$ cat config.mk
export PLATFORM = sky130hd
export DESIGN_NAME = pll_lock_sequencer_flat
export DESIGN_NICKNAME = d
export VERILOG_FILES = /design/src/rtl/pll_lock_sequencer_pkg.sv /design/src/rtl/pll_lock_sequencer_if.sv /design/src/rtl/pll_lock_sequencer_sync.sv /design/src/rtl/pll_lock_sequencer.sv /design/src/flat_wrapper.sv
export SDC_FILE = /design/constraint.sdc
export NUM_CORES = 1
export LEC_CHECK = 0
export ABC_CLOCK_PERIOD_IN_PS = 5200
export CAP_MARGIN = 10
export CORE_MARGIN = 5
export CORE_UTILIZATION = 29
export CTS_BUF_LIST = sky130_fd_sc_hd__clkbuf_2
export CTS_CLUSTER_SIZE = 40
export DETAILED_ROUTE_END_ITERATION = 12
export GPL_ROUTABILITY_DRIVEN = 0
export PLACE_DENSITY_LB_ADDON = 0.25
export SLEW_MARGIN = 0
export SYNTH_ARGS = -nofsm -noshare
export SYNTH_HDL_FRONTEND = slang
export SYNTH_SLANG_ARGS = --single-unit
$ cat constraint.sdc
create_clock -name clk -period 5.2 [get_ports clk]
set_input_delay 1.04 -clock clk [delete_from_list [all_inputs] [get_ports clk]]
set_output_delay 1.04 -clock clk [all_outputs]
set_load 0.02 [all_outputs]
$ cat src/rtl/pll_lock_sequencer_pkg.sv
// Shared types and sizing helpers for the PLL lock sequencer.
// Pure declarations: no latency, no flow control.
package pll_seq_pkg;

  typedef enum logic [2:0] {
    PLL_RESET = 3'd0,
    WAIT_LOCK = 3'd1,
    STABLE    = 3'd2,
    RUN       = 3'd3,
    FAIL      = 3'd4
  } state_e;

  localparam int RETRY_W   = 2;
  localparam int RETRY_SAT = 3;

  // Counter width: one spare bit above the widest cycle parameter so terminal compares never wrap.
  function automatic int ctr_width(input int a, input int b, input int c);
    int m;
    m = a;
    if (b > m) m = b;
    if (c > m) m = c;
    return $clog2(m) + 1;
  endfunction

endpackage

$ cat src/rtl/pll_lock_sequencer_if.sv
// Board-side bundle of the sequencer: PLL lock/reset, system reset request and status.
// Level signals only; restart is a single-cycle request with no handshake.
interface pll_lock_sequencer_if;
  import pll_seq_pkg::*;

  logic               pll_locked;
  logic               restart;
  logic               pll_resetb;
  logic               sys_rst_n;
  logic               ready;
  logic               fail;
  logic               lock_lost;
  logic [RETRY_W-1:0] retry_count;

  modport master (
    input  pll_locked, restart,
    output pll_resetb, sys_rst_n, ready, fail, lock_lost, retry_count
  );

  modport slave (
    output pll_locked, restart,
    input  pll_resetb, sys_rst_n, ready, fail, lock_lost, retry_count
  );

endinterface

$ cat src/rtl/pll_lock_sequencer_sync.sv
// Two-flop synchroniser for a single asynchronous level; 2 clk edges latency.
// No flow control; both flops clear on rst_n.
module sync_1bit (
  input  logic clk,
  input  logic rst_n,
  input  logic i_d,
  output logic o_q
);

  logic r_meta;
  logic r_sync;

  always_ff @(posedge clk or negedge rst_n) begin
    if (!rst_n) begin
      r_meta <= 1'b0;
      r_sync <= 1'b0;
    end else begin
      r_meta <= i_d;
      r_sync <= r_meta;
    end
  end

  assign o_q = r_sync;

endmodule

$ cat src/rtl/pll_lock_sequencer.sv
// PLL bring-up sequencer on the reference clock: reset pulse, lock wait, stability filter, run monitor, bounded retry.
// All outputs registered; lock seen 2 edges after the pin, acted on the next edge; restart overrides everything.
module pll_lock_sequencer
  import pll_seq_pkg::*;
#(
  parameter int RESET_CYCLES   = 16,
  parameter int STABLE_CYCLES  = 1024,
  parameter int TIMEOUT_CYCLES = 65536,
  parameter int MAX_RETRIES    = 3
) (
  input  logic                 clk,
  input  logic                 rst_n,
  pll_lock_sequencer_if.master bus
);

  localparam int W_CTR = ctr_width(RESET_CYCLES, STABLE_CYCLES, TIMEOUT_CYCLES);

  localparam logic [W_CTR-1:0]   RESET_LAST   = W_CTR'(RESET_CYCLES - 1);
  localparam logic [W_CTR-1:0]   STABLE_LAST  = W_CTR'(STABLE_CYCLES - 1);
  localparam logic [W_CTR-1:0]   TIMEOUT_LAST = W_CTR'(TIMEOUT_CYCLES - 1);
  localparam logic [RETRY_W-1:0] RETRY_MAX    = RETRY_W'(MAX_RETRIES);
  localparam logic [RETRY_W-1:0] RETRY_TOP    = RETRY_W'(RETRY_SAT);

  if (MAX_RETRIES > RETRY_SAT || MAX_RETRIES < 0) begin : g_bad_max_retries
    $error("pll_lock_sequencer: MAX_RETRIES must be in 0..3");
  end
  if (RESET_CYCLES < 1 || STABLE_CYCLES < 1 || TIMEOUT_CYCLES < 1) begin : g_bad_cycles
    $error("pll_lock_sequencer: cycle parameters must be at least 1");
  end

  logic w_locked_s;

  sync_1bit u_lock_sync (
    .clk   (clk),
    .rst_n (rst_n),
    .i_d   (bus.pll_locked),
    .o_q   (w_locked_s)
  );

  state_e             r_state,      w_state_nxt;
  logic [W_CTR-1:0]   r_ctr,        w_ctr_nxt;
  logic [RETRY_W-1:0] r_retry,      w_retry_nxt;
  logic               r_pll_resetb, w_pll_resetb_nxt;
  logic               r_sys_rst_n,  w_sys_rst_n_nxt;
  logic               r_ready,      w_ready_nxt;
  logic               r_fail,       w_fail_nxt;
  logic               r_lock_lost,  w_lock_lost_nxt;

  always_ff @(posedge clk or negedge rst_n) begin
    if (!rst_n) begin
      r_state      <= PLL_RESET;
      r_ctr        <= '0;
      r_retry      <= '0;
      r_pll_resetb <= 1'b0;
      r_sys_rst_n  <= 1'b0;
      r_ready      <= 1'b0;
      r_fail       <= 1'b0;
      r_lock_lost  <= 1'b0;
    end else begin
      r_state      <= w_state_nxt;
      r_ctr        <= w_ctr_nxt;
      r_retry      <= w_retry_nxt;
      r_pll_resetb <= w_pll_resetb_nxt;
      r_sys_rst_n  <= w_sys_rst_n_nxt;
      r_ready      <= w_ready_nxt;
      r_fail       <= w_fail_nxt;
      r_lock_lost  <= w_lock_lost_nxt;
    end
  end

  always_comb begin
    w_state_nxt      = r_state;
    w_ctr_nxt        = r_ctr;
    w_retry_nxt      = r_retry;
    w_pll_resetb_nxt = r_pll_resetb;
    w_sys_rst_n_nxt  = r_sys_rst_n;
    w_ready_nxt      = r_ready;
    w_fail_nxt       = r_fail;
    w_lock_lost_nxt  = r_lock_lost;

    if (bus.restart) begin
      w_state_nxt      = PLL_RESET;
      w_ctr_nxt        = '0;
      w_retry_nxt      = '0;
      w_pll_resetb_nxt = 1'b0;
      w_sys_rst_n_nxt  = 1'b0;
      w_ready_nxt      = 1'b0;
      w_fail_nxt       = 1'b0;
      w_lock_lost_nxt  = 1'b0;
    end else begin
      case (r_state)
        PLL_RESET: begin
          w_pll_resetb_nxt = 1'b0;
          w_sys_rst_n_nxt  = 1'b0;
          w_ready_nxt      = 1'b0;
          if (r_ctr == RESET_LAST) begin
            w_state_nxt      = WAIT_LOCK;
            w_ctr_nxt        = '0;
            w_pll_resetb_nxt = 1'b1;
          end else begin
            w_ctr_nxt = r_ctr + 1'b1;
          end
        end
        WAIT_LOCK: begin
          if (w_locked_s) begin
            w_state_nxt = STABLE;
            w_ctr_nxt   = '0;
          end else if (r_ctr == TIMEOUT_LAST) begin
            w_ctr_nxt        = '0;
            w_pll_resetb_nxt = 1'b0;
            if (r_retry == RETRY_MAX) begin
              w_state_nxt = FAIL;
              w_fail_nxt  = 1'b1;
            end else begin
              w_state_nxt = PLL_RESET;
              if (r_retry != RETRY_TOP) w_retry_nxt = r_retry + 1'b1;
            end
          end else begin
            w_ctr_nxt = r_ctr + 1'b1;
          end
        end
        STABLE: begin
          // A drop here is a glitch, not a failed attempt: reopen the lock window without charging a retry.
          if (!w_locked_s) begin
            w_state_nxt = WAIT_LOCK;
            w_ctr_nxt   = '0;
          end else if (r_ctr == STABLE_LAST) begin
            w_state_nxt     = RUN;
            w_ctr_nxt       = '0;
            w_retry_nxt     = '0;
            w_sys_rst_n_nxt = 1'b1;
            w_ready_nxt     = 1'b1;
          end else begin
            w_ctr_nxt = r_ctr + 1'b1;
          end
        end
        RUN: begin
          if (!w_locked_s) begin
            w_state_nxt      = PLL_RESET;
            w_ctr_nxt        = '0;
            w_pll_resetb_nxt = 1'b0;
            w_sys_rst_n_nxt  = 1'b0;
            w_ready_nxt      = 1'b0;
            w_lock_lost_nxt  = 1'b1;
          end
        end
        FAIL: begin
          w_pll_resetb_nxt = 1'b0;
          w_sys_rst_n_nxt  = 1'b0;
          w_ready_nxt      = 1'b0;
          w_fail_nxt       = 1'b1;
        end
        default: begin
          w_state_nxt      = PLL_RESET;
          w_ctr_nxt        = '0;
          w_pll_resetb_nxt = 1'b0;
          w_sys_rst_n_nxt  = 1'b0;
          w_ready_nxt      = 1'b0;
        end
      endcase
    end
  end

  assign bus.pll_resetb  = r_pll_resetb;
  assign bus.sys_rst_n   = r_sys_rst_n;
  assign bus.ready       = r_ready;
  assign bus.fail        = r_fail;
  assign bus.lock_lost   = r_lock_lost;
  assign bus.retry_count = r_retry;

endmodule

$ cat src/flat_wrapper.sv
// flat-port wrapper written by rule: the top's interface ports become plain ports
module pll_lock_sequencer_flat import pll_seq_pkg::*;
#(
  parameter int RESET_CYCLES   = 16,
  parameter int STABLE_CYCLES  = 1024,
  parameter int TIMEOUT_CYCLES = 65536,
  parameter int MAX_RETRIES    = 3
)
  (clk, rst_n, bus_pll_locked, bus_restart, bus_pll_resetb, bus_sys_rst_n, bus_ready, bus_fail, bus_lock_lost, bus_retry_count);
  pll_lock_sequencer_if bus_i ();
  input  logic clk;
  input  logic rst_n;
  input wire logic [$bits(bus_i.pll_locked)-1:0] bus_pll_locked;
  input wire logic [$bits(bus_i.restart)-1:0] bus_restart;
  output wire logic [$bits(bus_i.pll_resetb)-1:0] bus_pll_resetb;
  output wire logic [$bits(bus_i.sys_rst_n)-1:0] bus_sys_rst_n;
  output wire logic [$bits(bus_i.ready)-1:0] bus_ready;
  output wire logic [$bits(bus_i.fail)-1:0] bus_fail;
  output wire logic [$bits(bus_i.lock_lost)-1:0] bus_lock_lost;
  output wire logic [$bits(bus_i.retry_count)-1:0] bus_retry_count;
  assign bus_i.pll_locked = bus_pll_locked;
  assign bus_i.restart = bus_restart;
  assign bus_pll_resetb = bus_i.pll_resetb;
  assign bus_sys_rst_n = bus_i.sys_rst_n;
  assign bus_ready = bus_i.ready;
  assign bus_fail = bus_i.fail;
  assign bus_lock_lost = bus_i.lock_lost;
  assign bus_retry_count = bus_i.retry_count;
  pll_lock_sequencer #(.RESET_CYCLES(RESET_CYCLES), .STABLE_CYCLES(STABLE_CYCLES), .TIMEOUT_CYCLES(TIMEOUT_CYCLES), .MAX_RETRIES(MAX_RETRIES)) u_core (.clk(clk), .rst_n(rst_n), .bus(bus_i));
endmodule
* After elaboration in Yosys (flattened, before gate mapping)
Cells that the tools add are included.
** Cells by class
- Add/subtract/negate cells :: 2
- Eq/ne operators :: 24
- Muxes and demuxes :: 43
- Reductions and logical operators :: 11
** Operator list (count)
- 17-bit two-way mux :: 7
- 17-bit case mux with 5 select lines :: 1
- 3-bit two-way mux :: 8
- 17-bit by 1-bit adder with 17-bit output (second input constant) :: 1
- 17-bit by 10-bit equality test with 1-bit output (second input constant) :: 1
- 17-bit by 16-bit equality test with 1-bit output (second input constant) :: 1
- 17-bit by 4-bit equality test with 1-bit output (second input constant) :: 1
- 1-bit two-way mux :: 15
- 3-bit by 2-bit inequality test with 1-bit output (second input constant) :: 5
- 3-bit case mux with 5 select lines :: 1
- 2-bit two-way mux :: 7
- 3-bit inequality test (second input constant) :: 4
- 4-bit AND reduction :: 3
- 2-bit inequality test (second input constant) :: 5
- 4-bit by 3-bit inequality test with 1-bit output (second input constant) :: 2
- 7-bit AND reduction :: 1
- 3-bit by 2-bit equality test with 1-bit output (second input constant) :: 2
- 3-bit nonzero test :: 2
- 5-bit AND reduction :: 1
- 1-bit case mux with 4 select lines :: 1
- 2-bit case mux with 2 select lines :: 1
- 2-bit AND reduction :: 2
- 3-bit by 1-bit equality test with 1-bit output (second input constant) :: 1
- 3-bit equality test (second input constant) :: 1
- 6 further kinds :: 6
** Word-level totals
- Register bits :: 28
- Bits of input ports :: 4
- Logic and storage cells :: 89

* Logic depth before layout (Yosys ltp)
- Depth in word-level cells :: 7
- Mapped depth :: 11
- Mapped depth without buffers :: 11

* By module
From an unflattened synthesis, not the netlist that was laid out.
** Second synthesis, totals
- Cells, all modules :: 175
- Area, all modules :: 1611.5 um2
** By module, submodules not included
- pll_lock_sequencer :: times used 1, sequential area each 650.6 um2, area each 1561.5 um2, cells an instance 173
- sync_1bit :: times used 1, sequential area each 50.0 um2, area each 50.0 um2, cells an instance 2

* Worst setup path after synthesis
OpenSTA, ideal clock, no wires.
- Kind :: register to register
- Start point :: register u_core.r_ctr[0]
- End point :: register u_core.r_retry[0], in the netlist u_core.bus.retry_count[0]
- Arrival :: 2.364 ns
- Cell stages (with the launch flop) :: 12
- Buffers on the path :: 0
- Slack :: 2.699 ns
- Library setup time :: 0.137 ns
- Cell sequence :: dfrtp_1 -> ha_1 -> inv_1 -> nor4_1 -> nand3_1 -> inv_1 -> ha_1 -> nand4bb_1 -> o22a_1 -> or2_2 -> o21ai_0 -> a21oi_1
** Between the ends
- Cells in the longest elaborated chain, start to end :: 3
** RTL lines
- from (decl) :: RTL line pll_lock_sequencer.sv:41 : logic [W_CTR-1:0] r_ctr, w_ctr_nxt;
- from (signal assigned) :: RTL line pll_lock_sequencer.sv:61 : r_ctr <= w_ctr_nxt;
- 17-bit by 16-bit equality test with 1-bit output or 17-bit by 10-bit equality test with 1-bit output (tied branches) :: RTL line pll_lock_sequencer.sv:108, pll_lock_sequencer.sv:127
- 3-bit by 2-bit inequality test with 1-bit output (no line)
- 7-bit AND reduction (no line) (*)
- to (signal assigned) :: RTL line pll_lock_sequencer.sv:62 : r_retry <= w_retry_nxt;
- to (decl) :: RTL line pll_lock_sequencer.sv:42 : logic [RETRY_W-1:0] r_retry, w_retry_nxt;
Every way passes the cells marked *; elsewhere a longest branch is shown, timed or not.
A chain may end at the register's enable or synchronous reset.

* Worst setup path in the final report
- Start point :: register u_core.r_ctr[0]
- End point :: register u_core.r_ctr[12]
** Between the ends
- Cells in the longest elaborated chain, start to end :: 5
** RTL lines
- 17-bit by 1-bit adder with 17-bit output (tied with other cells) :: RTL line pll_lock_sequencer.sv:101, pll_lock_sequencer.sv:119, pll_lock_sequencer.sv:134
- 17-bit two-way mux (on tied branches) :: RTL line pll_lock_sequencer.sv:127, pll_lock_sequencer.sv:108
- 17-bit two-way mux (on tied branches) :: RTL line pll_lock_sequencer.sv:124, pll_lock_sequencer.sv:105
- 17-bit case mux with 5 select lines (*) :: RTL line pll_lock_sequencer.sv:91 : case (r_state)
- 17-bit two-way mux (*) :: RTL line pll_lock_sequencer.sv:81 : if (bus.restart) begin
Marks and branches as above.

==> flow_metrics.tcl <==
set metrics [dict create \
    cp_top_family "simple AND/OR/NAND/NOR gates" \
    grt_pass1_wl_um 6350 \
    dpl.hpwl_um 2530 \
    status "finished, final reports clean" \
    finalMaxSlewViolations 0 \
    ioPinCount 11 \
    core_area_um2 5540 \
    first_global_vias 1306 \
    vias 1377 \
    synth-seq-cells 28 \
    cts_tree "yes" \
    syn_nets 192 \
    fin_nets 199 \
    crit_cells 11 \
    grt_overflow 0 \
    worstHoldPathCells 0 \
    cap_violations 0 \
    max_freq_mhz 328 \
    cts_root_buffer "clkbuf_2" \
    die_area_um2 7370 \
    syn_avg_cell_area_um2 9.06 \
    cp-end-kind "register" \
    firstDrtPassIters 4 \
    critical_path_arrival_ps 3340 \
    worst_ep_required_time_ps 5480 \
    rsz0062_at_grt "false" \
    ff2ff_path_depth 11 \
    cp-start-kind "register" \
    power_density_nw_per_um2 183 \
    holdBufCountCts 0 \
    h-tree-depth 1 \
    clk_pin_slew_ps 290 \
    finalPower_mw 0.335 \
    syn_area_um2 1670 \
    fin_worst_skew_ps 19.9 \
    finalCritPeriodShare 0.587 \
    maxSlewHeadroom 0.461 \
    numCtsBuffers 3 \
    seq_area_frac_synth 0.420 \
    areaGrowthSynthToFinish_pct 9.75 \
    critPathMaxFanout 6 \
    setup_viol 0 \
    drive_gt1_frac 0.0684 \
    min_period_ps 3050 \
    avgViaCountPerCell 5.26 \
    hold_slack_ps 391 \
    ir_drop_v 0.0000878 \
    numClockSinks 28 \
    pre_cts_ws_ps 2070 \
    wire_per_inst_um 14.0 \
    final_cell_count_no_fill 262 \
    antenna_found_initial 0 \
    cts_buffer_depth 2 \
    track_usage 0.105 \
    worstMarginPinSlew_ps 801 \
    cts_post_setup_buffers_inserted 0 \
    io_buffer_count 10 \
    crit_type "register to register" \
    yosys_warnings 0 \
    dieHeight_um 85.8 \
    synth-edff-count 0 \
    crit_buf_inv 2 \
    ys_async_sr_fraction 1.00 \
    yosysUniqueCellTypes 49 \
    setup_ws_ps 2150 \
    syn_inst 184 \
    first_iter_violations 138 \
    hold_path_class "register to register" \
    clock_latency_ps 390 \
    synth_ff_type "dfrtp_1" \
    slowest_delay_ps 720 \
    path_cells "ha_1 > inv_1 > nor4_1 > nand3_1 > inv_1 > ha_1 > or2_4 > or4_4 > nand2_1 > o311ai_0 > o31ai_1" \
    dpl.cell_count 258 \
    setup_tns_ps 0 \
    antennaDiodeCount 0 \
    cts-resized-gates 0 \
    drt_wl_total_um 3660 \
    final_cell_mix "dfrtp_1 (28), nor2_1 (18), nand2_1 (15), o21ai_0 (13), nand3_1 (12)" \
    num_rows 27 \
    power_leakage_nw 0.715 \
    worst_path_max_delay_cell "nor4_1" \
    grt_max_degree 29 \
    die_w_um 85.8 \
    report.final.hold_viol_count 0 \
    start_util 0.301 \
    final_common_cell "dfrtp_1" \
    drc 0 \
    detail-route-antenna-nets 0 \
]
-- cells by family after synthesis --
logic type | Yosys count | share of synthesized area
DFF | 28 | 0.420
muxes | 1 | 0.00600
buffers and inverters | 14 | 0.0435
and+or+nand+nor | 86 | 0.287
adders and majority gates | 4 | 0.0300
AOI/OAI and AO/OA | 49 | 0.203
xor gates and xnor gates | 2 | 0.0105
-- metrics by stage --
stage          area [µm²]  utilization
4_1_cts              1830        0.330
3_3_place_gp         1810        0.327
5_1_grt              1830        0.330
6_report             1830        0.330
3_5_place_dp         1810        0.327
2_1_floorplan        1670            -
-- final timing paths --
check,start,endpoint,slack [ps]
min in group asynchronous,rst_n,u_core.r_ctr[13]$_DFFE_PN0P_,980
worst min-delay path,u_core.u_lock_sync.r_meta$_DFF_PN0_,u_core.u_lock_sync.o_q$_DFF_PN0_,390
worst max-delay path,u_core.r_ctr[0]$_DFFE_PN0P_,u_core.r_ctr[12]$_DFFE_PN0P_,2150
max in group asynchronous,rst_n,u_core.r_ctr[10]$_DFFE_PN0P_,3950
worst min register to register,u_core.u_lock_sync.r_meta$_DFF_PN0_,u_core.u_lock_sync.o_q$_DFF_PN0_,390
worst max register to register,u_core.r_ctr[0]$_DFFE_PN0P_,u_core.r_ctr[12]$_DFFE_PN0P_,2150
-- synthesized netlist by cell type (2+ instances only) --
master	instances	area, µm²
o21ai_0	13	65.1
dfrtp_1	28	701
o31ai_1	5	37.5
a211oi_1	3	22.5
inv_1	5	18.8
nor4_1	6	37.5
xor2_1	2	17.5
nor2_1	18	67.6
buf_6	2	22.5
clkbuf_1	4	15.0
and3_1	3	18.8
o311ai_0	5	43.8
or2_2	2	12.5
a31oi_1	2	12.5
nand4_1	2	12.5
nand3_1	12	60.1
nor2b_1	3	18.8
nor3_1	8	40.0
o22ai_1	2	12.5
nand2_1	15	56.3
ha_1	4	50.1
a21oi_1	8	40.0
nand2b_1	6	37.5
-- routing by layer --
| layer | vias to the layer above | share of wire | GRT usage |
|---|---|---|---|
| met1 | 653 | 0.52 | 0.155 |
| met5 | - | 0 | 0 |
| li1 | 700 | - | - |
| met4 | 0 | 0.014 | 0.0388 |
| met3 | 4 | 0.022 | 0.00576 |
| met2 | 20 | 0.44 | 0.161 |
-- layout make-up --
class / instances / area (µm²)
fill: 608 / 3710
multi-input combinational: 142 / 895
sequential: 28 / 701
timing repair buffer: 11 / 108
tap: 72 / 90.1
inverter: 5 / 18.8
clock buffer: 3 / 15.0
clock inverter: 1 / 3.75
-- report_power, final --
part / leakage (nW) / switching (mW) / internal [mW]
registers: 0.384 / 0.00410 / 0.222
clock network: 0.0140 / 0.0694 / 0.0167
logic: 0.317 / 0.0148 / 0.00842
total: 0.715 / 0.0883 / 0.247
-- registers in the layout, summed over array words and instances (netlist names) --
register	cells
u_core.u_lock_sync.o_q	1
u_core.bus.retry_count	2
u_core.r_state	3
u_core.bus.lock_lost	1
u_core.bus.pll_resetb	1
u_core.bus.fail	1
u_core.u_lock_sync.r_meta	1
u_core.r_ctr	17
u_core.bus.ready	1
No activity file was read; power rests on OpenSTA's default activity.
